$ cat src/rtl/urna_pkg.sv
// Shared types and constants for the URNA voting session controller.
package urna_pkg;

  // Session sequencer states.
  typedef enum logic [3:0] {
    INIT,
    IDLE,
    ARMED,
    SEND,
    G1,
    G2,
    HOLD,
    NEXT,
    CLOSED,
    CLEAR
  } state_t;

  // Digit value that the tally cannot match, so it takes its null path.
  localparam logic [3:0] NULL_DIGIT = 4'hF;

  // The tally always resolves a vote within this many digits.
  localparam int DIGITS_PER_VOTE = 4;

  // Largest keypad code that is a real digit.
  localparam logic [3:0] MAX_KEY = 4'd9;

  // True when a keypad code is a digit the tally understands.
  function automatic logic key_is_digit(input logic [3:0] code);
    return code <= MAX_KEY;
  endfunction

endpackage

$ cat src/rtl/urna_session_ctrl_if.sv
// Panel/tally signal bundle for the session controller.
// master: the controller side. slave: the keypad, panel and tally side.
interface urna_session_ctrl_if;

  // Poll-worker panel and keypad
  logic       Authorize;
  logic       CloseReq;
  logic       ClearReq;
  logic       KeyStrobe;
  logic [3:0] KeyCode;

  // Tally status (StatusNulo is active-low)
  logic       StatusValido;
  logic       StatusNulo;

  // Tally commands
  logic [3:0] Digit;
  logic       Valid;
  logic       Next;
  logic       Finish;

  // Panel status
  logic [7:0] VoterCount;
  logic       Ready;
  logic       Busy;
  logic       Closed;
  logic       Full;
  logic       KeyError;

  modport master (
    input  Authorize, CloseReq, ClearReq, KeyStrobe, KeyCode,
    input  StatusValido, StatusNulo,
    output Digit, Valid, Next, Finish,
    output VoterCount, Ready, Busy, Closed, Full, KeyError
  );

  modport slave (
    output Authorize, CloseReq, ClearReq, KeyStrobe, KeyCode,
    output StatusValido, StatusNulo,
    input  Digit, Valid, Next, Finish,
    input  VoterCount, Ready, Busy, Closed, Full, KeyError
  );

endinterface

$ cat src/rtl/urna_timer.sv
// Loadable down-counter. While load_i is high the counter is parked at
// CYCLES-1; once released it counts down while en_i is high, so done_o rises
// in the CYCLES-th enabled cycle after the load is released.
module urna_timer #(
  parameter int CYCLES = 8
) (
  input  logic clk_i,
  input  logic srst_i,
  input  logic load_i,
  input  logic en_i,
  output logic done_o
);

  localparam int W = $clog2(CYCLES + 1);
  localparam logic [W-1:0] LOAD_VAL = W'(CYCLES - 1);

  logic [W-1:0] count_q;

  // Reload, or count down towards zero and stop there.
  always_ff @(posedge clk_i) begin
    if (srst_i) begin
      count_q <= '0;
    end else if (load_i) begin
      count_q <= LOAD_VAL;
    end else if (en_i && (count_q != '0)) begin
      count_q <= count_q - W'(1);
    end
  end

  assign done_o = (count_q == '0);

endmodule

$ cat src/rtl/urna_session_ctrl.sv
// Voter session controller: gates the tally on poll-worker authorisation,
// forwards keypad digits as one-cycle Valid strobes, watches the tally
// status, holds the result, then issues Next. Also handles inactivity
// timeout, poll closing and clearing of the totals (Finish).
module urna_session_ctrl
  import urna_pkg::*;
#(
  parameter int TIMEOUT_CYCLES = 1000,
  parameter int HOLD_CYCLES    = 8,
  parameter int MAX_VOTERS     = 255
) (
  input  logic                Clock,
  input  logic                Reset,
  urna_session_ctrl_if.master bus
);

  localparam int         DCW       = $clog2(DIGITS_PER_VOTE + 1);
  localparam logic [7:0] MAX_COUNT = 8'(MAX_VOTERS);

  state_t           state_q;
  logic [3:0]       digit_q;
  logic             valid_q;
  logic             next_q;
  logic             finish_q;
  logic             key_error_q;
  logic             busy_q;
  logic             closed_q;
  logic             ready_q;
  logic [7:0]       voter_count_q;
  logic [7:0]       voter_count_d;
  logic [DCW-1:0]   digit_cnt_q;

  logic             full;
  logic             status_hit;
  logic             inact_done;
  logic             hold_done;

  assign full          = (voter_count_q == MAX_COUNT);
  assign voter_count_d = full ? voter_count_q : voter_count_q + 8'd1;
  // The tally reports a counted vote either as valid or as null (active-low).
  assign status_hit    = bus.StatusValido || !bus.StatusNulo;

  // Inactivity timer: parked outside ARMED, so every entry to ARMED restarts
  // it, while a rejected key (which stays in ARMED) leaves it running.
  urna_timer #(
    .CYCLES (TIMEOUT_CYCLES)
  ) u_inact_timer (
    .clk_i  (Clock),
    .srst_i (Reset),
    .load_i (state_q != ARMED),
    .en_i   (state_q == ARMED),
    .done_o (inact_done)
  );

  // Result hold timer: parked outside HOLD, runs for HOLD_CYCLES in HOLD.
  urna_timer #(
    .CYCLES (HOLD_CYCLES)
  ) u_hold_timer (
    .clk_i  (Clock),
    .srst_i (Reset),
    .load_i (state_q != HOLD),
    .en_i   (state_q == HOLD),
    .done_o (hold_done)
  );

  // Session sequencer with registered outputs; pulses default low each cycle.
  always_ff @(posedge Clock) begin
    if (Reset) begin
      state_q       <= INIT;
      digit_q       <= '0;
      valid_q       <= 1'b0;
      next_q        <= 1'b1;   // INIT realigns the tally, which has no reset
      finish_q      <= 1'b0;
      key_error_q   <= 1'b0;
      busy_q        <= 1'b0;
      closed_q      <= 1'b0;
      ready_q       <= 1'b0;
      voter_count_q <= '0;
      digit_cnt_q   <= '0;
    end else begin
      valid_q     <= 1'b0;
      next_q      <= 1'b0;
      finish_q    <= 1'b0;
      key_error_q <= 1'b0;

      case (state_q)
        INIT: begin
          state_q <= IDLE;
          ready_q <= !full;
        end

        IDLE: begin
          // Close has priority over everything else presented in IDLE.
          if (bus.CloseReq) begin
            state_q  <= CLOSED;
            closed_q <= 1'b1;
            ready_q  <= 1'b0;
          end else if (bus.ClearReq) begin
            state_q  <= CLEAR;
            finish_q <= 1'b1;
            ready_q  <= 1'b0;
          end else if (bus.Authorize && !full) begin
            state_q     <= ARMED;
            digit_cnt_q <= '0;
            busy_q      <= 1'b1;
            ready_q     <= 1'b0;
          end
        end

        ARMED: begin
          if (bus.KeyStrobe && key_is_digit(bus.KeyCode)) begin
            state_q <= SEND;
            digit_q <= bus.KeyCode;
            valid_q <= 1'b1;
          end else begin
            if (bus.KeyStrobe) begin
              key_error_q <= 1'b1;
            end
            // Voter walked away: push a digit that forces a null vote.
            if (inact_done) begin
              state_q <= SEND;
              digit_q <= NULL_DIGIT;
              valid_q <= 1'b1;
            end
          end
        end

        SEND: begin
          state_q     <= G1;
          digit_cnt_q <= digit_cnt_q + DCW'(1);
        end

        G1: state_q <= G2;

        // The tally's verdict for the last digit is visible here.
        G2: state_q <= status_hit ? HOLD : ARMED;

        HOLD: begin
          if (hold_done) begin
            state_q <= NEXT;
            next_q  <= 1'b1;
          end
        end

        NEXT: begin
          state_q       <= IDLE;
          voter_count_q <= voter_count_d;
          busy_q        <= 1'b0;
          ready_q       <= (voter_count_d != MAX_COUNT);
        end

        CLOSED: begin
          if (bus.ClearReq) begin
            state_q  <= CLEAR;
            finish_q <= 1'b1;
          end
        end

        CLEAR: begin
          state_q       <= IDLE;
          voter_count_q <= '0;
          closed_q      <= 1'b0;
          ready_q       <= (MAX_COUNT != 8'd0);
        end

        default: state_q <= INIT;
      endcase
    end
  end

  assign bus.Digit      = digit_q;
  assign bus.Valid      = valid_q;
  assign bus.Next       = next_q;
  assign bus.Finish     = finish_q;
  assign bus.VoterCount = voter_count_q;
  assign bus.Ready      = ready_q;
  assign bus.Busy       = busy_q;
  assign bus.Closed     = closed_q;
  assign bus.Full       = full;
  assign bus.KeyError   = key_error_q;

  // A vote resolves within DIGITS_PER_VOTE digits, so ARMED never sees a full counter.
  a_digit_limit : assert property (@(posedge Clock) disable iff (Reset)
    (state_q == ARMED) |-> (digit_cnt_q != DCW'(DIGITS_PER_VOTE)));

  // The three tally commands are mutually exclusive.
  a_one_command : assert property (@(posedge Clock)
    $onehot0({valid_q, next_q, finish_q}));

endmodule

$ cat src/flat_wrapper.sv
// flat-port wrapper written by rule: the top's interface ports become plain ports
module urna_session_ctrl_flat import urna_pkg::*;
#(
  parameter int TIMEOUT_CYCLES = 1000,
  parameter int HOLD_CYCLES    = 8,
  parameter int MAX_VOTERS     = 255
)
  (Clock, Reset, bus_Authorize, bus_CloseReq, bus_ClearReq, bus_KeyStrobe, bus_KeyCode, bus_StatusValido, bus_StatusNulo, bus_Digit, bus_Valid, bus_Next, bus_Finish, bus_VoterCount, bus_Ready, bus_Busy, bus_Closed, bus_Full, bus_KeyError);
  urna_session_ctrl_if bus_i ();
  input  logic Clock;
  input  logic Reset;
  input wire logic [$bits(bus_i.Authorize)-1:0] bus_Authorize;
  input wire logic [$bits(bus_i.CloseReq)-1:0] bus_CloseReq;
  input wire logic [$bits(bus_i.ClearReq)-1:0] bus_ClearReq;
  input wire logic [$bits(bus_i.KeyStrobe)-1:0] bus_KeyStrobe;
  input wire logic [$bits(bus_i.KeyCode)-1:0] bus_KeyCode;
  input wire logic [$bits(bus_i.StatusValido)-1:0] bus_StatusValido;
  input wire logic [$bits(bus_i.StatusNulo)-1:0] bus_StatusNulo;
  output wire logic [$bits(bus_i.Digit)-1:0] bus_Digit;
  output wire logic [$bits(bus_i.Valid)-1:0] bus_Valid;
  output wire logic [$bits(bus_i.Next)-1:0] bus_Next;
  output wire logic [$bits(bus_i.Finish)-1:0] bus_Finish;
  output wire logic [$bits(bus_i.VoterCount)-1:0] bus_VoterCount;
  output wire logic [$bits(bus_i.Ready)-1:0] bus_Ready;
  output wire logic [$bits(bus_i.Busy)-1:0] bus_Busy;
  output wire logic [$bits(bus_i.Closed)-1:0] bus_Closed;
  output wire logic [$bits(bus_i.Full)-1:0] bus_Full;
  output wire logic [$bits(bus_i.KeyError)-1:0] bus_KeyError;
  assign bus_i.Authorize = bus_Authorize;
  assign bus_i.CloseReq = bus_CloseReq;
  assign bus_i.ClearReq = bus_ClearReq;
  assign bus_i.KeyStrobe = bus_KeyStrobe;
  assign bus_i.KeyCode = bus_KeyCode;
  assign bus_i.StatusValido = bus_StatusValido;
  assign bus_i.StatusNulo = bus_StatusNulo;
  assign bus_Digit = bus_i.Digit;
  assign bus_Valid = bus_i.Valid;
  assign bus_Next = bus_i.Next;
  assign bus_Finish = bus_i.Finish;
  assign bus_VoterCount = bus_i.VoterCount;
  assign bus_Ready = bus_i.Ready;
  assign bus_Busy = bus_i.Busy;
  assign bus_Closed = bus_i.Closed;
  assign bus_Full = bus_i.Full;
  assign bus_KeyError = bus_i.KeyError;
  urna_session_ctrl #(.TIMEOUT_CYCLES(TIMEOUT_CYCLES), .HOLD_CYCLES(HOLD_CYCLES), .MAX_VOTERS(MAX_VOTERS)) u_core (.Clock(Clock), .Reset(Reset), .bus(bus_i));
endmodule
$ cat config.mk
export PLATFORM = sky130hd
export DESIGN_NAME = urna_session_ctrl_flat
export DESIGN_NICKNAME = d
export VERILOG_FILES = /design/src/rtl/urna_pkg.sv /design/src/rtl/urna_session_ctrl_if.sv /design/src/rtl/urna_timer.sv /design/src/rtl/urna_session_ctrl.sv /design/src/flat_wrapper.sv
export SDC_FILE = /design/constraint.sdc
export NUM_CORES = 1
export LEC_CHECK = 0
export CELL_PAD_IN_SITES_DETAIL_PLACEMENT = 0
export CELL_PAD_IN_SITES_GLOBAL_PLACEMENT = 1
export CORE_MARGIN = 2
export CORE_UTILIZATION = 25
export CTS_BUF_LIST = sky130_fd_sc_hd__clkbuf_8
export DETAILED_ROUTE_END_ITERATION = 8
export PLACE_DENSITY_LB_ADDON = 0.1
export SLEW_MARGIN = 20
export SYNTH_ARGS = -nofsm -noshare
export SYNTH_HDL_FRONTEND = slang
export SYNTH_SLANG_ARGS = --single-unit
$ cat constraint.sdc
create_clock -name Clock -period 2.5 [get_ports Clock]
set_input_delay 0.75 -clock Clock [delete_from_list [all_inputs] [get_ports Clock]]
set_output_delay 0.75 -clock Clock [all_outputs]
set_load 0.02 [all_outputs]
==> flow_summary.ini <==
[yosys]
synthXorXnorAreaFrac_pct = 3.64
synth-seq-cells = 37
ys_async_sr_fraction_pct = 0
synth-adder-area-share_pct = 2.60
syn_nets = 247
ys.flop_type = dfxtp_1
synth_area_um2 = 1920
ys_types = 50
syn_area_per_cell_um2 = 8.33
ys_seq_area_share_pct = 38.5
synthSimpleGateAreaFrac_pct = 26.1
synth_edf_count = 0
syn_inst = 231
synth_top_family_by_area = simple AND/OR/NAND/NOR gates
synthMuxAreaShare_pct = 2.67
synth_compound_area_share_pct = 22.0
ys_warn_count = 0

[routing]
ant_nets = 0
drc = 0
vias = 1784
first_pass_iters = 4
avgViaCountPerCell = 4.80
drtIter0Drc = 98
wl_um = 4910
wl_per_cell_um = 13.2

[timing]
rsz0062_at_grt = false
slew_viol_final = 0
finalSetupViolCount = 0
hold_viol = 0
relSlewSlack_pct = 65.5
period_share_pct = 90.6
totalNegativeSetupSlack_ns = 0
fmax_mhz = 442
fin_skew_ns = 0.00885
tightest_slew_ns = 0.517
min_period_ns = 2.26

[global_route]
grt_pass1_wl_um = 8220
grtUsageTotal_pct = 12.0
overflow = 0
grt_start_max_net_pins = 20
first_global_vias = 1680
antenna_found_initial = 0

[worst_setup_path]
crit_family = simple AND/OR/NAND/NOR gates
crit_path_top_delay_cell = dfxtp_1
crit_buf_inv = 2
cp_data_arrival_time_ns = 1.51
cp.depth = 5
setup.worst_path.start = u_core.bus.VoterCount[0]
r2r_start = u_core.u_inact_timer.count_q[4]
crit_type = reg -> out
max_stage_delay_ns = 0.33
worstSetupEndpointType = output pin
rr_endpoint = u_core.bus.Digit[0]
required_ns = 1.75
crit_chain = ha_1 > nand3_1 > or2_2 > inv_1 > clkbuf_2
rrSetupSlack_ns = 0.58
r2r_cells = 4
path_max_fanout = 4
crit_end = bus_Full
start_kind = flip-flop

[die]
initial_utilization_pct = 26.1
die_h_um = 91.7
ios = 32
die-area_um2 = 8420
die_w_um = 91.7
num_rows = 31
core_um2 = 7370

[cts]
clock-sinks = 37
clk_latency_ns = 0.29
cts-root-buf = clkbuf_8
htree_levels = 2
path_clk_slew_ns = 0.07
cts_setup_buffers = 0
tritoncts = done
clock_path_buffers = 2
cts_buffers = 5

[layout]
fin_area_um2 = 2520
antenna_cells = 0
drive_above_1_share_pct = 13.2
final_cell_mix = dfxtp_1 (37), clkdlybuf4s50_1 (30), a21oi_1 (22)
nets = 289
final_common_cell = dfxtp_1
area.growth.synth_to_final_pct = 31.0
fin_cells = 372

[power]
max-vdd-ir-drop_mv = 0.273
power_mw = 1.74
powerDensity_nw_per_um2 = 690
power.leakage_nw = 0.945

[place]
placed_cells = 365
dp_hpwl_um = 3550
portBuffers = 31
gp_congestion = 0.716
placed_area_um2 = 2420

[hold_path]
hold_path.class = reg -> reg
holdCritStartpoint = u_core.bus.Closed

[flow_run]
maxCapViolCount = 0

[run_status]
outcome = complete, no violations
metrics by stage:
step | worst slack (ns) | utilization (%) | hold slack [ns]
2_1_floorplan | 0.251 | - | 0.462
3_3_place_gp | 0.149 | 32.9 | 0.466
3_5_place_dp | 0.117 | 32.9 | 0.464
4_1_cts | 0.0668 | 34.3 | 0.496
5_1_grt | 0.116 | 34.2 | 0.554
6_report | 0.236 | 34.2 | 0.488
worst register-to-register path, cell delays in order (launching register included):
cell	delay (ns)
dfxtp_1	0.38
nor4_1	0.48
nand4_1	0.38
a21oi_1	0.40
o221a_2	0.24
report_power, final:
| part | total, mW | internal (mW) | switching, mW |
|---|---|---|---|
| clock | 0.501 | 0.290 | 0.211 |
| combinational | 0.486 | 0.230 | 0.255 |
| sequential | 0.754 | 0.657 | 0.0974 |
| total | 1.74 | 1.18 | 0.564 |
cell usage after synthesis, drive strengths merged (2+ instances only):
master	number	area share, %
nand4b	2	0.91
nor2	21	4.1
buf	3	0.78
and4	2	0.91
xnor2	7	3.2
a21oi	22	5.7
nor3	9	2.3
nand3	9	2.3
nand4	3	0.98
a31oi	7	2.3
and3	4	1.3
o21ai	16	4.2
nor3b	2	0.78
or4	3	1.6
a311oi	3	1.4
nor2b	4	1.3
mux2i	4	2.1
and2	2	0.65
nand2	17	3.3
o221a	4	2.3
clkbuf	7	1.4
dfxtp	37	38
nor4	4	2.1
inv	12	2.3
ha	4	2.6
logic make-up (layout without fill, tap and decap cells):
kind of cell    after synthesis  in the layout
compound gates               65             65
xor+xnor                      8              8
fa+ha+maj                     4              4
buf+inv                      22             64
flops                        37             37
mux                           5              5
simple gates                 90             90
repair_timing:
action | 4_1_cts | 5_1_grt
cloned | 0 | 0
hold buffers | 0 | 0
setup endpoints to repair | 1 | 1
gates resized for setup | 1 | 2
pin swaps | 0 | 0
worst min-delay path by stage:
stage / cells past startpoint / endpoint
2_1_floorplan: 2 / u_core.u_inact_timer.count_q[3]
3_3_place_gp: 2 / u_core.bus.Closed
3_5_place_dp: 2 / u_core.bus.Closed
4_1_cts: 2 / u_core.bus.Closed
5_1_grt: 2 / u_core.u_inact_timer.count_q[8]
6_report: 2 / u_core.bus.Closed
state kept, by name (all words and copies together), names as in the netlist:
register,cells
u_core.bus.Closed,1
u_core.state_q,4
u_core.bus.Finish,1
u_core.bus.VoterCount,8
u_core.bus.KeyError,1
u_core.bus.Ready,1
u_core.u_inact_timer.count_q,10
u_core.bus.Next,1
u_core.bus.Busy,1
u_core.u_hold_timer.count_q,4
u_core.bus.Digit,4
u_core.bus.Valid,1
layer usage:
metal  track usage [%]  vias to the layer above  wire length (µm)
li1                  -                      932                 -
met1              16.6                      825              2490
met2              18.3                       20              2190
met3              2.88                        7               163
met4              4.10                        0                65
met5                 0                        -                 0
area by class of cell:
class	count	area, µm²
Clock buffer	5	68.8
Clock inverter	2	35.0
Fill cell	798	4850
Inverter	12	45.0
Multi-Input combinational cell	172	1100
Sequential cell	37	741
Tap cell	99	124
Timing Repair Buffer	45	410
Note: power is estimated with default switching activity, not from simulation.
